**config.mk**
```make
export PLATFORM = sky130hd
export DESIGN_NAME = irq_trap_ctrl_flat
export DESIGN_NICKNAME = d
export VERILOG_FILES = /design/src/rtl/csr_pkg.sv /design/src/rtl/irq_trap_ctrl_if.sv /design/src/rtl/irq_trap_ctrl_sync.sv /design/src/rtl/irq_trap_ctrl.sv /design/src/flat_wrapper.sv
export SDC_FILE = /design/constraint.sdc
export NUM_CORES = 1
export LEC_CHECK = 0
export ABC_AREA = 1
export BUFFER_PORTS_ARGS = -buffer_cell sky130_fd_sc_hd__buf_4
export CORE_AREA = 2 2 105 107
export CTS_BUF_LIST = sky130_fd_sc_hd__clkbuf_16
export DETAILED_ROUTE_END_ITERATION = 8
export DIE_AREA = 0 0 107 109
export PLACE_DENSITY = 0.81
export SYNTH_ARGS = -nofsm -noshare
export SYNTH_HDL_FRONTEND = slang
export SYNTH_SLANG_ARGS = --single-unit
```
**constraint.sdc**
```tcl
create_clock -name clk -period 2.76 [get_ports clk]
set_input_delay 0.414 -clock clk [delete_from_list [all_inputs] [get_ports clk]]
set_output_delay 0.414 -clock clk [all_outputs]
set_load 0.05 [all_outputs]
```
**src/rtl/csr_pkg.sv**
```systemverilog
// Shared CSR encodings, mstatus/mie bit positions, trap causes and the
// trap sequencer state type.
package csr_pkg;

  localparam logic [3:0] MSTATUS  = 4'd0;
  localparam logic [3:0] MTVEC    = 4'd1;
  localparam logic [3:0] MIE      = 4'd2;
  localparam logic [3:0] MIP      = 4'd3;
  localparam logic [3:0] MEPC     = 4'd4;
  localparam logic [3:0] INSTRETH = 4'd5;
  localparam logic [3:0] INSTRET  = 4'd6;
  localparam logic [3:0] CYCLEH   = 4'd7;
  localparam logic [3:0] CYCLE    = 4'd8;

  localparam int MIE_BIT  = 3;
  localparam int MPIE_BIT = 7;
  localparam int MPP_LSB  = 11;
  localparam int MEIE_BIT = 11;
  localparam int MTIE_BIT = 7;

  localparam logic [31:0] CAUSE_MEI = 32'h8000_000B;
  localparam logic [31:0] CAUSE_MTI = 32'h8000_0007;

  typedef enum logic [2:0] {
    IDLE,
    DRAIN,
    SAVE_EPC,
    SAVE_STAT,
    REDIRECT,
    WFI,
    MRET_WR
  } trap_state_t;

endpackage

```
**src/rtl/irq_trap_ctrl_if.sv**
```systemverilog
// CSR-side bus of the trap sequencer: CSR state in, single write port and
// synchronized mip bits out.
interface irq_trap_ctrl_if #(parameter int XLEN = 32);
  logic [XLEN-1:0] mstatus_q;
  logic [XLEN-1:0] mie_q;
  logic [XLEN-1:0] mtvec_q;
  logic [XLEN-1:0] mepc_q;
  logic            csr_wr_en;
  logic [3:0]      csr_wr_addr;
  logic [XLEN-1:0] csr_wr_data;
  logic            mip_meip;
  logic            mip_mtip;

  modport master (
    input  mstatus_q, mie_q, mtvec_q, mepc_q,
    output csr_wr_en, csr_wr_addr, csr_wr_data, mip_meip, mip_mtip
  );

  modport slave (
    output mstatus_q, mie_q, mtvec_q, mepc_q,
    input  csr_wr_en, csr_wr_addr, csr_wr_data, mip_meip, mip_mtip
  );
endinterface

```
**src/rtl/irq_trap_ctrl_sync.sv**
```systemverilog
// Multi-flop synchronizer for an asynchronous level input.
module irq_sync #(
  parameter int STAGES = 2
) (
  input  logic clk,
  input  logic rst,
  input  logic d,
  output logic q
);
  logic [STAGES-1:0] sr;

  always_ff @(posedge clk or posedge rst) begin
    if (rst) sr <= '0;
    else     sr <= (sr << 1) | STAGES'(d);
  end

  assign q = sr[STAGES-1];
endmodule

```
**src/rtl/irq_trap_ctrl.sv**
```systemverilog
// Machine-mode interrupt/trap sequencer: decides trap entry, sequences the
// CSR writes for trap entry / MRET / WFI and redirects fetch.
//
// state     | meaning
// IDLE      | normal execution, watching for trap, MRET or WFI
// DRAIN     | trap pending, waiting for the pipeline to become flushable
// SAVE_EPC  | write mepc, flush, pulse trap_taken
// SAVE_STAT | write trap-entry mstatus, flush
// REDIRECT  | fetch from mtvec, flush
// WFI       | pipeline frozen until an enabled interrupt is pending
// MRET_WR   | write return mstatus, fetch from mepc, flush
module irq_trap_ctrl
  import csr_pkg::*;
#(
  parameter int SYNC_STAGES = 2,
  parameter int XLEN        = 32
) (
  input  logic            clk,
  input  logic            rst,
  input  logic            ext_irq,
  input  logic            tmr_irq,
  irq_trap_ctrl_if.master csr,
  input  logic [XLEN-1:0] commit_pc,
  input  logic            is_mret,
  input  logic            is_wfi,
  input  logic            pipe_stall,
  output logic            irq_flush,
  output logic            pc_sel,
  output logic [XLEN-1:0] pc_target,
  output logic            wfi_stall,
  output logic            trap_taken,
  output logic [XLEN-1:0] trap_cause
);
  localparam logic [XLEN-1:0] C_MEI = XLEN'(CAUSE_MEI);
  localparam logic [XLEN-1:0] C_MTI = XLEN'(CAUSE_MTI);

  trap_state_t     state, next;
  logic            meip, mtip, pend_e, pend_t, pend_any, take;
  logic [XLEN-1:0] epc_q;
  logic [XLEN-1:0] stat_trap, stat_mret;
  logic            unused_ok;

  irq_sync #(.STAGES(SYNC_STAGES)) u_sync_ext (.clk(clk), .rst(rst), .d(ext_irq), .q(meip));
  irq_sync #(.STAGES(SYNC_STAGES)) u_sync_tmr (.clk(clk), .rst(rst), .d(tmr_irq), .q(mtip));

  assign csr.mip_meip = meip;
  assign csr.mip_mtip = mtip;
  assign pend_e   = meip & csr.mie_q[MEIE_BIT];
  assign pend_t   = mtip & csr.mie_q[MTIE_BIT];
  assign pend_any = pend_e | pend_t;
  assign take     = csr.mstatus_q[MIE_BIT] & pend_any;
  assign unused_ok = ^{csr.mie_q, csr.mtvec_q[1:0]};

  always_comb begin
    stat_trap = csr.mstatus_q;
    stat_trap[MPIE_BIT]        = csr.mstatus_q[MIE_BIT];
    stat_trap[MIE_BIT]         = 1'b0;
    stat_trap[MPP_LSB +: 2]    = 2'b11;
    stat_mret = csr.mstatus_q;
    stat_mret[MIE_BIT]         = csr.mstatus_q[MPIE_BIT];
    stat_mret[MPIE_BIT]        = 1'b1;
    stat_mret[MPP_LSB +: 2]    = 2'b11;
  end

  always_comb begin
    next            = state;
    csr.csr_wr_en   = 1'b0;
    csr.csr_wr_addr = MSTATUS;
    csr.csr_wr_data = '0;
    irq_flush       = 1'b0;
    pc_sel          = 1'b0;
    pc_target       = '0;
    wfi_stall       = 1'b0;
    case (state)
      IDLE: begin
        if (is_mret)                 next = MRET_WR;
        else if (take && pipe_stall) next = DRAIN;
        else if (take)               next = SAVE_EPC;
        else if (is_wfi && !pend_any) next = WFI;
      end
      DRAIN: begin
        if (!pipe_stall) next = take ? SAVE_EPC : IDLE;
      end
      SAVE_EPC: begin
        csr.csr_wr_en   = 1'b1;
        csr.csr_wr_addr = MEPC;
        csr.csr_wr_data = epc_q;
        irq_flush       = 1'b1;
        next            = SAVE_STAT;
      end
      SAVE_STAT: begin
        csr.csr_wr_en   = 1'b1;
        csr.csr_wr_addr = MSTATUS;
        csr.csr_wr_data = stat_trap;
        irq_flush       = 1'b1;
        next            = REDIRECT;
      end
      REDIRECT: begin
        pc_sel    = 1'b1;
        pc_target = {csr.mtvec_q[XLEN-1:2], 2'b00};
        irq_flush = 1'b1;
        next      = IDLE;
      end
      WFI: begin
        wfi_stall = 1'b1;
        if (pend_any) next = csr.mstatus_q[MIE_BIT] ? SAVE_EPC : IDLE;
      end
      MRET_WR: begin
        csr.csr_wr_en   = 1'b1;
        csr.csr_wr_addr = MSTATUS;
        csr.csr_wr_data = stat_mret;
        pc_sel          = 1'b1;
        pc_target       = csr.mepc_q;
        irq_flush       = 1'b1;
        next            = IDLE;
      end
      default: next = IDLE;
    endcase
  end

  // epc holds commit_pc for a direct trap, or the PC after the WFI for a wake-up trap
  always_ff @(posedge clk or posedge rst) begin
    if (rst) begin
      state      <= IDLE;
      epc_q      <= '0;
      trap_cause <= '0;
      trap_taken <= 1'b0;
    end else begin
      state      <= next;
      trap_taken <= (next == SAVE_EPC);
      if (state == IDLE && next == WFI)
        epc_q <= commit_pc + XLEN'(4);
      else if (state != WFI && next == SAVE_EPC)
        epc_q <= commit_pc;
      if (next == SAVE_EPC)
        trap_cause <= pend_e ? C_MEI : C_MTI;
    end
  end
endmodule

```
**src/flat_wrapper.sv**
```systemverilog
// flat-port wrapper written by rule: the top's interface ports become plain ports
module irq_trap_ctrl_flat import csr_pkg::*;
#(
  parameter int SYNC_STAGES = 2,
  parameter int XLEN        = 32
)
  (clk, rst, ext_irq, tmr_irq, commit_pc, is_mret, is_wfi, pipe_stall, irq_flush, pc_sel, pc_target, wfi_stall, trap_taken, trap_cause, csr_mstatus_q, csr_mie_q, csr_mtvec_q, csr_mepc_q, csr_csr_wr_en, csr_csr_wr_addr, csr_csr_wr_data, csr_mip_meip, csr_mip_mtip);
  irq_trap_ctrl_if #(.XLEN(XLEN)) csr_i ();
  input  logic clk;
  input  logic rst;
  input  logic ext_irq;
  input  logic tmr_irq;
  input  logic [XLEN-1:0] commit_pc;
  input  logic is_mret;
  input  logic is_wfi;
  input  logic pipe_stall;
  output logic irq_flush;
  output logic pc_sel;
  output logic [XLEN-1:0] pc_target;
  output logic wfi_stall;
  output logic trap_taken;
  output logic [XLEN-1:0] trap_cause;
  input wire logic [$bits(csr_i.mstatus_q)-1:0] csr_mstatus_q;
  input wire logic [$bits(csr_i.mie_q)-1:0] csr_mie_q;
  input wire logic [$bits(csr_i.mtvec_q)-1:0] csr_mtvec_q;
  input wire logic [$bits(csr_i.mepc_q)-1:0] csr_mepc_q;
  output wire logic [$bits(csr_i.csr_wr_en)-1:0] csr_csr_wr_en;
  output wire logic [$bits(csr_i.csr_wr_addr)-1:0] csr_csr_wr_addr;
  output wire logic [$bits(csr_i.csr_wr_data)-1:0] csr_csr_wr_data;
  output wire logic [$bits(csr_i.mip_meip)-1:0] csr_mip_meip;
  output wire logic [$bits(csr_i.mip_mtip)-1:0] csr_mip_mtip;
  assign csr_i.mstatus_q = csr_mstatus_q;
  assign csr_i.mie_q = csr_mie_q;
  assign csr_i.mtvec_q = csr_mtvec_q;
  assign csr_i.mepc_q = csr_mepc_q;
  assign csr_csr_wr_en = csr_i.csr_wr_en;
  assign csr_csr_wr_addr = csr_i.csr_wr_addr;
  assign csr_csr_wr_data = csr_i.csr_wr_data;
  assign csr_mip_meip = csr_i.mip_meip;
  assign csr_mip_mtip = csr_i.mip_mtip;
  irq_trap_ctrl #(.SYNC_STAGES(SYNC_STAGES), .XLEN(XLEN)) u_core (.clk(clk), .rst(rst), .ext_irq(ext_irq), .tmr_irq(tmr_irq), .csr(csr_i), .commit_pc(commit_pc), .is_mret(is_mret), .is_wfi(is_wfi), .pipe_stall(pipe_stall), .irq_flush(irq_flush), .pc_sel(pc_sel), .pc_target(pc_target), .wfi_stall(wfi_stall), .trap_taken(trap_taken), .trap_cause(trap_cause));
endmodule
```
==> metrics.cfg <==
[clocking]
clk_path_buf_depth = 2
cts.sinks = 43
postCtsSetupRepairBufs = 0
clock_latency_ns = 0.29
cts_max_level = 2
postCtsHoldBufs = 0
clk_pin_slew_ns = 0.07
cts_root_buffer = clkbuf_16
cts_buffers = 5
cts_tree = yes
cts_resized = 0

[min_path]
worstHoldPathType = input port to register

[sta]
worst_pin_slew_ns = 0.529
finClkSkew_ns = 0.0121
finalSetupTns_ns = 0
drv_slew = 0
fin_crit_sh = 0.920
max_freq_mhz = 394
setup_viol_count_final = 0
rsz0062_at_grt = no
final.min_clock_period_ns = 2.54
finalHoldViolations = 0
holdWs_ns = 0.232
slew_headroom = 0.647

[die]
initial_utilization = 0.387
die_w_um = 107
die_h_um = 109
rows = 38
coreArea_sq_um = 10600
io_pins = 274
die-area_sq_um = 11700

[global_route]
grt_pass1_vias = 4263
grt-ovfl-total = 0
antenna_found_initial = 0
grt_first_pass_wirelength_mm = 21.5
grt_use_total = 0.233
grt_max_degree = 53

[final_layout]
multi_input_area_sq_um = 2530
stdcell_count = 1000
drive_gt1_frac = 0.292
n_antenna_cell = 0
fillers = 1059
final_util = 0.546
register_area_sq_um = 1080
area_growth_pct = 41.0
layout_common_cells = nand2_1, buf_4, nand3_1, nor2_1, inv_1
final_common_cell = nand2_1
nets = 1027

[run_status]
status = complete, no violations

[routing]
drt_iter0_markers = 375
drtPass1Iterations = 5
viasPerCell = 4.90
drc_errors = 0
dr_total_vias = 4895
antenna_left = 0
wl_mm = 14.3
wire_per_inst_um = 14.3

[yosys]
yosysWarnings = 0
yosysTopAreaCell = dfrtp_1
ys_seq_elements = 43
synth_area_per_cell_sq_um = 6.15
synthTopCellsByArea = dfrtp_1, nand2_1, a32o_1, buf_4, nand3_1
syn_area_sq_um = 4110
synth-edff-count = 0
syn-instance-count = 668
yosysUniqueCellTypes = 31
seq_area_frac_synth = 0.262
synth_top_area_frac = 0.262
async_reset_ff_frac = 1.00
ys.flop_type = dfrtp_1

[setup_path]
crit_arrival_ns = 2.13
end_kind = output port
critPathKind = register to output port
critPathMaxFanout = 23
cp.required_ns = 2.35
crit_path_start_kind = register

[placed_design]
placed_cells = 992
io_buffers = 209
dp_hpwl_mm = 11.4
gp_congestion = 0.950

[pwr]
irDropWorstVdd_mv = 0.564
p_leak_nw = 3.19
p_per_area_nw_per_um2 = 1030

[job]
maxCapViolCount = 0

-- metal layers --
| layer | share of wire | global-route usage | vias to the layer above |
|---|---|---|---|
| met5 | 0 | 0 | - |
| met2 | 0.47 | 0.399 | 194 |
| met1 | 0.43 | 0.301 | 2207 |
| met4 | 0.012 | 0.0445 | 0 |
| met3 | 0.088 | 0.0580 | 9 |
| li1 | - | - | 2485 |
-- worst max-delay path, cell delays in order (launching register included) --
cell and delay [ns]:
dfrtp_1 0.48, inv_2 0.15, nand2_1 0.12, nor2_2 0.31
buf_4 0.33, o21ai_0 0.12, o21ai_0 0.09, buf_4 0.23
-- cell families after synthesis --
| group | after synthesis | share of synthesized area |
|---|---|---|
| compound gates | 72 | 0.130 |
| flops | 43 | 0.262 |
| fa+ha+maj | 1 | 0.00305 |
| buf+inv | 117 | 0.150 |
| simple gates | 425 | 0.435 |
| other cells | 1 | 0.000913 |
| xor+xnor | 9 | 0.0192 |
-- per-stage QoR --
stage	setup WS [ns]	instance area, sq um	total power [W]
finish	0.221	5790	0.00599
CTS	0.230	5790	0.00600
floorplan	0.0180	4220	0.00424
global placement	0.459	5650	0.00538
global route	0.0959	5790	0.00635
detailed placement	0.418	5650	0.00541
-- final cells by class --
class / instances / share of cell area
Clock buffer: 5 / 0.0216
Clock inverter: 3 / 0.00302
Inverter: 51 / 0.0331
Multi-Input combinational cell: 537 / 0.438
Sequential cell: 43 / 0.186
Tap cell: 140 / 0.0302
Timing Repair Buffer: 221 / 0.289
-- report_power, final --
| part | switching (W) | internal, W | total (W) | leakage, nW |
|---|---|---|---|---|
| combinational | 0.00313 | 0.00122 | 0.00434 | 2.59 |
| sequential | 0.000168 | 0.000902 | 0.00107 | 0.528 |
| clock | 0.000240 | 0.000333 | 0.000574 | 0.0716 |
| total | 0.00353 | 0.00245 | 0.00599 | 3.19 |
-- worst paths after layout --
kind,from,end,slack (ns),cells after the start
setup / recovery,u_core.state[2],csr_csr_wr_data[1],0.22,7
hold reg to reg,u_core.u_sync_ext.sr[0],u_core.u_sync_ext.sr[1],0.35,0
hold / removal,tmr_irq,u_core.u_sync_tmr.sr[0],0.23,1
max in group asynchronous,rst,u_core.epc_q[18],2.13,3
min in group asynchronous,rst,u_core.epc_q[2],0.25,3
setup reg to reg,u_core.state[2],u_core.epc_q[18],0.37,11
-- flip-flops by register name, indices dropped and copies added (netlist names) --
signal,cells
u_core.epc_q,32
u_core.state,3
u_core.trap_cause,3
u_core.trap_taken,1
u_core.u_sync_ext.sr,2
u_core.u_sync_tmr.sr,2
-- cell usage after synthesis, types with 4 or more instances --
library cell,instances
nor2_4,4
inv_1,46
nand2_1,285
nand3_1,50
clkbuf_1,16
o21ai_0,37
nand4_1,18
a32o_1,30
buf_6,4
buf_4,37
inv_2,5
buf_2,8
dfrtp_1,43
xor2_1,6
nor2_1,52
No activity file was read; power rests on OpenSTA's default activity.
